<file path="config.mk">
export PLATFORM = sky130hd
export DESIGN_NAME = cas_ddram_loader_flat
export DESIGN_NICKNAME = d
export VERILOG_FILES = /design/src/rtl/cas_ddram_loader_if.sv /design/src/rtl/cas_ddram_loader.sv /design/src/flat_wrapper.sv
export SDC_FILE = /design/constraint.sdc
export NUM_CORES = 1
export LEC_CHECK = 0
export ABC_AREA = 1
export CORE_ASPECT_RATIO = 1.2
export CORE_MARGIN = 4
export CORE_UTILIZATION = 40
export CTS_CLUSTER_DIAMETER = 200
export DETAILED_ROUTE_END_ITERATION = 6
export HOLD_SLACK_MARGIN = 0.06
export PLACE_DENSITY = 0.64
export SLEW_MARGIN = 15
export SYNTH_ARGS = -nofsm -noshare
export SYNTH_HDL_FRONTEND = slang
export SYNTH_SLANG_ARGS = --single-unit
export TNS_END_PERCENT = 100
</file>
<file path="constraint.sdc">
create_clock -name clk_i -period 3.65 [get_ports clk_i]
set_input_delay 0.73 -clock clk_i [delete_from_list [all_inputs] [get_ports clk_i]]
set_output_delay 0.73 -clock clk_i [all_outputs]
set_load 0.01 [all_outputs]
</file>
<file path="src/rtl/cas_ddram_loader_if.sv">
// DDRAM command/data bus between the CAS loader and the memory arbiter.
// master: loader side (drives commands); slave: memory side.
interface cas_ddram_loader_if;
   logic        DDRAM_CLK;
   logic        DDRAM_BUSY;
   logic [7:0]  DDRAM_BURSTCNT;
   logic [28:0] DDRAM_ADDR;
   logic [63:0] DDRAM_DOUT;
   logic        DDRAM_DOUT_READY;
   logic        DDRAM_RD;
   logic [63:0] DDRAM_DIN;
   logic [7:0]  DDRAM_BE;
   logic        DDRAM_WE;

   modport master (
      output DDRAM_CLK, DDRAM_BURSTCNT, DDRAM_ADDR,
      output DDRAM_RD, DDRAM_DIN, DDRAM_BE, DDRAM_WE,
      input  DDRAM_BUSY, DDRAM_DOUT, DDRAM_DOUT_READY
   );

   modport slave (
      input  DDRAM_CLK, DDRAM_BURSTCNT, DDRAM_ADDR,
      input  DDRAM_RD, DDRAM_DIN, DDRAM_BE, DDRAM_WE,
      output DDRAM_BUSY, DDRAM_DOUT, DDRAM_DOUT_READY
   );
endinterface

</file>
<file path="src/rtl/cas_ddram_loader.sv">
// CAS image loader: packs tape download bytes into DDRAM words and serves
// byte reads via a one-word cache. Ports: clk/reset, ioctl_*, rd_*, ddr bus.
module cas_ddram_loader #(
   parameter logic [28:0] BASE_ADDR = 29'h0600000,
   parameter logic [7:0]  DL_INDEX  = 8'd2
) (
   input  logic        clk_i,
   input  logic        reset_n_i,
   input  logic        ioctl_download,
   input  logic [7:0]  ioctl_index,
   input  logic        ioctl_wr,
   input  logic [24:0] ioctl_addr,
   input  logic [7:0]  ioctl_dout,
   input  logic        rd_req_i,
   input  logic [24:0] rd_addr_i,
   output logic [7:0]  rd_data_o,
   output logic        rd_valid_o,
   output logic        busy_o,
   output logic [24:0] length_o,
   output logic        overflow_o,
   cas_ddram_loader_if.master ddr
);
   typedef enum logic [2:0] {
      S_IDLE, S_WR, S_RD_CMD, S_RD_WAIT, S_RD_DONE
   } state_t;

   state_t      state_q, state_d;
   logic        dl_q;
   logic        stg_vld_q, stg_vld_d;
   logic [21:0] stg_word_q, stg_word_d;
   logic [63:0] stg_data_q, stg_data_d;
   logic [7:0]  stg_be_q, stg_be_d;
   logic        slt_vld_q, slt_vld_d;
   logic [21:0] slt_word_q, slt_word_d;
   logic [63:0] slt_data_q, slt_data_d;
   logic [7:0]  slt_be_q, slt_be_d;
   logic        pend_q, pend_d;
   logic [24:0] len_q, len_d;
   logic        ovf_q, ovf_d;
   logic        c_vld_q, c_vld_d;
   logic [21:0] c_word_q, c_word_d;
   logic [63:0] c_data_q, c_data_d;
   logic [24:0] ra_q, ra_d;
   logic        rp_q, rp_d;
   logic        rv_q, rv_d;
   logic [7:0]  rd_q, rd_d;

   logic        dl_act, rise, fall, strobe, acc, slot_ld, rd_ok;
   logic [25:0] nxt_len;
   logic [24:0] rw;

   assign dl_act = ioctl_download && (ioctl_index == DL_INDEX);
   assign rise   = dl_act && !dl_q;
   assign fall   = !dl_act && dl_q;
   assign strobe = ioctl_wr && dl_act;
   assign rd_ok  = (state_q == S_IDLE) && !dl_act && !slt_vld_q
                   && !rp_q && rd_req_i;

   always_comb begin
      state_d    = state_q;
      stg_vld_d  = stg_vld_q;
      stg_word_d = stg_word_q;
      stg_data_d = stg_data_q;
      stg_be_d   = stg_be_q;
      slt_vld_d  = slt_vld_q;
      slt_word_d = slt_word_q;
      slt_data_d = slt_data_q;
      slt_be_d   = slt_be_q;
      pend_d     = pend_q;
      len_d      = len_q;
      ovf_d      = ovf_q;
      c_vld_d    = c_vld_q;
      c_word_d   = c_word_q;
      c_data_d   = c_data_q;
      ra_d       = ra_q;
      rp_d       = rp_q;
      rv_d       = 1'b0;
      rd_d       = rd_q;
      acc        = 1'b0;
      slot_ld    = 1'b0;
      nxt_len    = {1'b0, ioctl_addr} + 26'd1;
      rw         = rd_ok ? rd_addr_i : ra_q;

      // A new session starts from an empty stage; the slot keeps draining.
      if (rise) begin
         stg_vld_d = 1'b0;
         len_d     = '0;
         ovf_d     = 1'b0;
         pend_d    = 1'b0;
      end

      if (strobe) begin
         if (!stg_vld_d || stg_word_d == ioctl_addr[24:3]) begin
            if (!stg_vld_d) begin
               stg_data_d = '0;
               stg_be_d   = '0;
            end
            acc = 1'b1;
         end else if (!slt_vld_q) begin
            slot_ld    = 1'b1;
            slt_word_d = stg_word_d;
            slt_data_d = stg_data_d;
            slt_be_d   = stg_be_d;
            stg_data_d = '0;
            stg_be_d   = '0;
            acc        = 1'b1;
         end else begin
            ovf_d = 1'b1;
         end
         if (acc) begin
            stg_vld_d  = 1'b1;
            stg_word_d = ioctl_addr[24:3];
            stg_data_d[{ioctl_addr[2:0], 3'b000} +: 8] = ioctl_dout;
            stg_be_d[ioctl_addr[2:0]] = 1'b1;
            if (nxt_len > {1'b0, len_d}) len_d = nxt_len[24:0];
         end
      end else if ((fall || pend_q) && stg_vld_d) begin
         // End-of-download flush waits here while the slot is occupied.
         if (!slt_vld_q) begin
            slot_ld    = 1'b1;
            slt_word_d = stg_word_d;
            slt_data_d = stg_data_d;
            slt_be_d   = stg_be_d;
            stg_vld_d  = 1'b0;
            pend_d     = 1'b0;
         end else begin
            pend_d = 1'b1;
         end
      end
      if (!stg_vld_d) pend_d = 1'b0;
      if (slot_ld) slt_vld_d = 1'b1;

      if (rd_ok) ra_d = rd_addr_i;

      unique case (state_q)
         S_IDLE: begin
            if (slt_vld_q) begin
               state_d = S_WR;
            end else if (rd_ok || rp_q) begin
               // A flush landing in the slot now must be written first.
               if (slot_ld) begin
                  rp_d = 1'b1;
               end else begin
                  rp_d = 1'b0;
                  if (c_vld_q && c_word_q == rw[24:3]) begin
                     rv_d = 1'b1;
                     rd_d = c_data_q[{rw[2:0], 3'b000} +: 8];
                  end else begin
                     state_d = S_RD_CMD;
                  end
               end
            end
         end
         S_WR: begin
            if (!ddr.DDRAM_BUSY) begin
               state_d   = S_IDLE;
               slt_vld_d = 1'b0;
               if (slt_word_q == c_word_q) c_vld_d = 1'b0;
            end
         end
         S_RD_CMD: begin
            if (!ddr.DDRAM_BUSY) state_d = S_RD_WAIT;
         end
         S_RD_WAIT: begin
            if (ddr.DDRAM_DOUT_READY) begin
               c_vld_d  = 1'b1;
               c_word_d = ra_q[24:3];
               c_data_d = ddr.DDRAM_DOUT;
               rv_d     = 1'b1;
               rd_d     = ddr.DDRAM_DOUT[{ra_q[2:0], 3'b000} +: 8];
               state_d  = S_RD_DONE;
            end
         end
         S_RD_DONE: state_d = S_IDLE;
         default:   state_d = S_IDLE;
      endcase

      if (rise) c_vld_d = 1'b0;
   end

   always_ff @(posedge clk_i or negedge reset_n_i) begin
      if (!reset_n_i) begin
         state_q    <= S_IDLE;
         dl_q       <= 1'b0;
         stg_vld_q  <= 1'b0;
         stg_word_q <= '0;
         stg_data_q <= '0;
         stg_be_q   <= '0;
         slt_vld_q  <= 1'b0;
         slt_word_q <= '0;
         slt_data_q <= '0;
         slt_be_q   <= '0;
         pend_q     <= 1'b0;
         len_q      <= '0;
         ovf_q      <= 1'b0;
         c_vld_q    <= 1'b0;
         c_word_q   <= '0;
         c_data_q   <= '0;
         ra_q       <= '0;
         rp_q       <= 1'b0;
         rv_q       <= 1'b0;
         rd_q       <= '0;
      end else begin
         state_q    <= state_d;
         dl_q       <= dl_act;
         stg_vld_q  <= stg_vld_d;
         stg_word_q <= stg_word_d;
         stg_data_q <= stg_data_d;
         stg_be_q   <= stg_be_d;
         slt_vld_q  <= slt_vld_d;
         slt_word_q <= slt_word_d;
         slt_data_q <= slt_data_d;
         slt_be_q   <= slt_be_d;
         pend_q     <= pend_d;
         len_q      <= len_d;
         ovf_q      <= ovf_d;
         c_vld_q    <= c_vld_d;
         c_word_q   <= c_word_d;
         c_data_q   <= c_data_d;
         ra_q       <= ra_d;
         rp_q       <= rp_d;
         rv_q       <= rv_d;
         rd_q       <= rd_d;
      end
   end

   assign rd_data_o  = rd_q;
   assign rd_valid_o = rv_q;
   assign busy_o     = (state_q != S_IDLE) || dl_act;
   assign length_o   = len_q;
   assign overflow_o = ovf_q;

   assign ddr.DDRAM_CLK      = clk_i;
   assign ddr.DDRAM_BURSTCNT = 8'd1;
   assign ddr.DDRAM_WE       = (state_q == S_WR);
   assign ddr.DDRAM_RD       = (state_q == S_RD_CMD);
   assign ddr.DDRAM_ADDR     =
      (state_q == S_WR)     ? BASE_ADDR + {7'd0, slt_word_q} :
      (state_q == S_RD_CMD) ? BASE_ADDR + {7'd0, ra_q[24:3]} : '0;
   assign ddr.DDRAM_DIN = (state_q == S_WR) ? slt_data_q : '0;
   assign ddr.DDRAM_BE  = (state_q == S_WR) ? slt_be_q : '0;
endmodule

</file>
<file path="src/flat_wrapper.sv">
// flat-port wrapper written by rule: the top's interface ports become plain ports
module cas_ddram_loader_flat 
#(
   parameter logic [28:0] BASE_ADDR = 29'h0600000,
   parameter logic [7:0]  DL_INDEX  = 8'd2
)
  (clk_i, reset_n_i, ioctl_download, ioctl_index, ioctl_wr, ioctl_addr, ioctl_dout, rd_req_i, rd_addr_i, rd_data_o, rd_valid_o, busy_o, length_o, overflow_o, ddr_DDRAM_CLK, ddr_DDRAM_BURSTCNT, ddr_DDRAM_ADDR, ddr_DDRAM_RD, ddr_DDRAM_DIN, ddr_DDRAM_BE, ddr_DDRAM_WE, ddr_DDRAM_BUSY, ddr_DDRAM_DOUT, ddr_DDRAM_DOUT_READY);
  cas_ddram_loader_if ddr_i ();
  input  logic clk_i;
  input  logic reset_n_i;
  input  logic ioctl_download;
  input  logic [7:0] ioctl_index;
  input  logic ioctl_wr;
  input  logic [24:0] ioctl_addr;
  input  logic [7:0] ioctl_dout;
  input  logic rd_req_i;
  input  logic [24:0] rd_addr_i;
  output logic [7:0] rd_data_o;
  output logic rd_valid_o;
  output logic busy_o;
  output logic [24:0] length_o;
  output logic overflow_o;
  output wire logic [$bits(ddr_i.DDRAM_CLK)-1:0] ddr_DDRAM_CLK;
  output wire logic [$bits(ddr_i.DDRAM_BURSTCNT)-1:0] ddr_DDRAM_BURSTCNT;
  output wire logic [$bits(ddr_i.DDRAM_ADDR)-1:0] ddr_DDRAM_ADDR;
  output wire logic [$bits(ddr_i.DDRAM_RD)-1:0] ddr_DDRAM_RD;
  output wire logic [$bits(ddr_i.DDRAM_DIN)-1:0] ddr_DDRAM_DIN;
  output wire logic [$bits(ddr_i.DDRAM_BE)-1:0] ddr_DDRAM_BE;
  output wire logic [$bits(ddr_i.DDRAM_WE)-1:0] ddr_DDRAM_WE;
  input wire logic [$bits(ddr_i.DDRAM_BUSY)-1:0] ddr_DDRAM_BUSY;
  input wire logic [$bits(ddr_i.DDRAM_DOUT)-1:0] ddr_DDRAM_DOUT;
  input wire logic [$bits(ddr_i.DDRAM_DOUT_READY)-1:0] ddr_DDRAM_DOUT_READY;
  assign ddr_DDRAM_CLK = ddr_i.DDRAM_CLK;
  assign ddr_DDRAM_BURSTCNT = ddr_i.DDRAM_BURSTCNT;
  assign ddr_DDRAM_ADDR = ddr_i.DDRAM_ADDR;
  assign ddr_DDRAM_RD = ddr_i.DDRAM_RD;
  assign ddr_DDRAM_DIN = ddr_i.DDRAM_DIN;
  assign ddr_DDRAM_BE = ddr_i.DDRAM_BE;
  assign ddr_DDRAM_WE = ddr_i.DDRAM_WE;
  assign ddr_i.DDRAM_BUSY = ddr_DDRAM_BUSY;
  assign ddr_i.DDRAM_DOUT = ddr_DDRAM_DOUT;
  assign ddr_i.DDRAM_DOUT_READY = ddr_DDRAM_DOUT_READY;
  cas_ddram_loader #(.BASE_ADDR(BASE_ADDR), .DL_INDEX(DL_INDEX)) u_core (.clk_i(clk_i), .reset_n_i(reset_n_i), .ioctl_download(ioctl_download), .ioctl_index(ioctl_index), .ioctl_wr(ioctl_wr), .ioctl_addr(ioctl_addr), .ioctl_dout(ioctl_dout), .rd_req_i(rd_req_i), .rd_addr_i(rd_addr_i), .rd_data_o(rd_data_o), .rd_valid_o(rd_valid_o), .busy_o(busy_o), .length_o(length_o), .overflow_o(overflow_o), .ddr(ddr_i));
endmodule
</file>
==> run_results.csv <==
group,metric,value,unit
synthesis,synthesis.area_per_instance,7.89,um^2
layout,final_nets,2780,
layout,area_growth,33.1,%
layout,antenna-diode-count,0,
floorplanning,dieWidth,200,um
synthesis,synth_top_cells_by_area,"dfrtp_1 49%, nand2_1 11%, inv_1 7.8%, o21ai_0 7.4%, nand3_1 2.9%",
synthesis,yosysTopAreaCell,"dfrtp_1",
clocking,cts_tree,"built",
worst_setup_path,worstSetupStartpointType,"flip-flop",
worst_setup_path,worstSetupPathType,"flip-flop to output pin",
worst_setup_path,critical-path-top-delay-family,"buffers and inverters",
floorplanning,fp.dieH,238,um
route,route.vias.total,16430,
layout,fillers,4091,
sta,final.setup_skew,0.0170,ns
grt,maximum_number_of_pins_on_one_net_before_global_route_repair,123,
sta,fin_crit,3.48,ns
worst_setup_path,endpoint_of_the_lowest_slack_register_to_register_path,"u_core.length_o[16]",
power,pleak,11.4,nW
worst_hold_path,hold_path.class,"primary input to async pin",
floorplanning,std_cell_rows,84,
worst_setup_path,crit_path_cell_trace,"nor3_4, inv_4, buf_4, nor2_1, clkdlybuf4s50_1",
grt,grt-ovfl-total,0,
route,detail-route-antenna-nets,0,
place,port_buffers,271,
flow_run,timing.max_cap.violations,0,
floorplanning,io_pins,285,
worst_setup_path,length_in_cells_of_the_worst_reg_to_reg_path,18,
sta,maxSlewHeadroom,39.0,%
worst_setup_path,ff2ff_setup_slack,0.97,ns
synthesis,count_of_flip_flops_with_a_built_in_enable_after_synthesis,0,
floorplanning,fp.dieArea,47700,um^2
layout,finish.utilization,53.7,%
worst_setup_path,critPathLaunch,"u_core.state_q[1]",
synthesis,synth-seq-cells,343,
worst_setup_path,critical-path-max-stage-delay,0.58,ns
worst_setup_path,worstReg2RegStart,"u_core.dl_q",
clocking,clk_pin_slew,0.06,ns
worst_setup_path,cp_slowest_cell,"clkdlybuf4s50_1",
route,detail_route.first_pass.iterations,5,
sta,rsz0062_at_grt,"yes",
sta,final-hold-violation-count,0,
sta,max_clock_freq,0.287,GHz
synthesis,area_share_of_the_largest_cell_type_after_synthesis,48.5,%
worst_setup_path,cp.depth,5,
worst_setup_path,cp_num_buf_inv,3,
power,power_per_standard_cell_area,600,nW/um^2
place,gp_congestion,0.901,
synthesis,synth_sequential_area_ratio,48.5,%
route,initialDrtViolationCount,1129,
place,final_hpwl_from_detailed_placement,41800,um
synthesis,async_set_or_reset_flop_fraction_in_the_synthesized_netlist,100,%
worst_setup_path,required_time_at_the_worst_slack_endpoint,2.92,ns
grt,antenna_found_initial,1,
worst_setup_path,worst_setup_path_end_kind,"output pin",
worst_setup_path,crit_path_max_fanout,37,
power,peakVddDrop,0.336,mV
route,detail_route.vias_per_cell,5.13,
route,drc,0,
synthesis,synth-warning-count,0,
sta,setup_viol,0,
synthesis,post_synth_inst_count,2244,
sta,finalCritPeriodShare,95.4,%
synthesis,ys_types,50,
route,wl_per_cell,17.9,um
route,drt_wl_total,57400,um
sta,tightestPinTransition,0.916,ns
worst_setup_path,worst_ep_arrival_time,2.75,ns
grt,grt_util_all_layers,23.9,%
floorplanning,placeableCoreArea,43800,um^2
sta,maxSlewViolCount,0,
run_status,status,"completed",
synthesis,netlist_area,17700,um^2
grt,first_global_vias,16482,
layout,post_route_cells_drive_above_1_share,10.7,%
clocking,clock_insertion_delay_worst_skew,0.66,ns
synthesis,synthFlopType,"dfrtp_1",
floorplanning,start_util,40.4,%
grt,grt_pass1_wl,90500,um
sta,final.setup.tns,0,ns
worst max-delay path by stage:
| stage | end | slack, ns |
|---|---|---|
| CTS | u_core.length_o[12] | 0.05 |
| global placement | u_core.length_o[19] | -0.73 |
| floorplan | u_core.length_o[21] | 0.01 |
| detailed placement | u_core.length_o[12] | -0.87 |
| global route | u_core.length_o[12] | -0.02 |
| finish | ddr_DDRAM_DIN[16] | 0.17 |
through the flow:
stage	hold WS (ns)	cells	setup WS (ns)	power, mW	instance area [um^2]
after detailed placement	0.455	3123	-0.871	9.95	21900
final	0.115	3205	0.169	14.1	23500
after CTS	0.147	3199	0.0473	14.2	23400
after global routing	0.150	3205	-0.0198	15.0	23500
after global placement	0.449	3123	-0.733	9.85	21900
after floorplan	0.434	2255	0.0131	7.79	17700
where the power goes:
part / total, mW / internal [mW] / leakage (nW) / switching [mW]
registers: 5.06 / 4.50 / 4.16 / 0.564
clock network: 4.22 / 2.53 / 0.692 / 1.69
logic: 4.85 / 1.96 / 6.58 / 2.89
cell families (layout without fill, tap and decap cells):
family	after synthesis	after routing	synth area share, %
simple gates	868	868	21.3
buf+inv	492	883	11.2
flops	343	343	48.5
other cells	2	13	0.0424
compound gates	453	453	14.1
fa+ha+maj	28	28	1.98
xor+xnor	58	58	2.87
synthesized netlist by cell type, drive strengths merged (28+ instances only):
master  count
nor2      137
o21ai     268
buf        60
dfrtp     343
o22ai      74
xor2       37
ha         28
nand2     526
inv       372
nand4      62
clkbuf     56
nand3     109
o211ai     32
a21oi      65
final cells by class:
class / instances / area, um^2 / share of cell area, %
flip-flops and latches: 343 / 8580 / 36.5
clock buffers: 63 / 1250 / 5.29
inverters: 376 / 1420 / 6.01
repair buffers: 431 / 4140 / 17.6
clock inverters: 13 / 188 / 0.797
well taps: 559 / 699 / 2.97
multi-input cells: 1420 / 7280 / 30.9
layer usage:
layer | part of all wire [%] | up-vias | global-route usage (%)
met5 | 0.023 | - | 0
met4 | 3.4 | 2 | 8.36
met3 | 6.2 | 106 | 4.12
met2 | 48 | 541 | 38.7
met1 | 43 | 7834 | 32.4
li1 | - | 7947 | -
layout by cell type (no fill, tap or decap), types with 36 or more instances in the layout:
| cell | count |
|---|---|
| nand2_1 | 512 |
| inv_1 | 364 |
| xor2_1 | 36 |
| buf_4 | 145 |
| clkbuf_16 | 44 |
| a21oi_1 | 65 |
| o21ai_0 | 260 |
| nor2_1 | 129 |
| nand4_1 | 61 |
| nand3_1 | 99 |
| dfrtp_1 | 343 |
| o22ai_1 | 74 |
| clkdlybuf4s50_1 | 265 |
what timing repair did:
action | CTS | global route
setup endpoints to repair | 28 | 32
setup buffers | 1 | 4
pin swaps | 2 | 12
gates resized for setup | 7 | 19
cloned | 0 | 2
hold buffers | 0 | 0
sequential cells by signal, indices dropped and copies added (netlist names):
name / cells
u_core.length_o: 25
u_core.overflow_o: 1
u_core.stg_vld_q: 1
u_core.dl_q: 1
u_core.slt_be_q: 8
u_core.state_q: 3
u_core.stg_data_q: 64
u_core.slt_word_q: 22
u_core.ra_q: 25
u_core.slt_data_q: 64
u_core.stg_word_q: 22
u_core.slt_vld_q: 1
u_core.c_data_q: 64
u_core.pend_q: 1
u_core.c_vld_q: 1
u_core.rd_valid_o: 1
u_core.rp_q: 1
u_core.c_word_q: 22
u_core.rd_data_o: 8
u_core.stg_be_q: 8
Note: power is estimated with default switching activity, not from simulation.
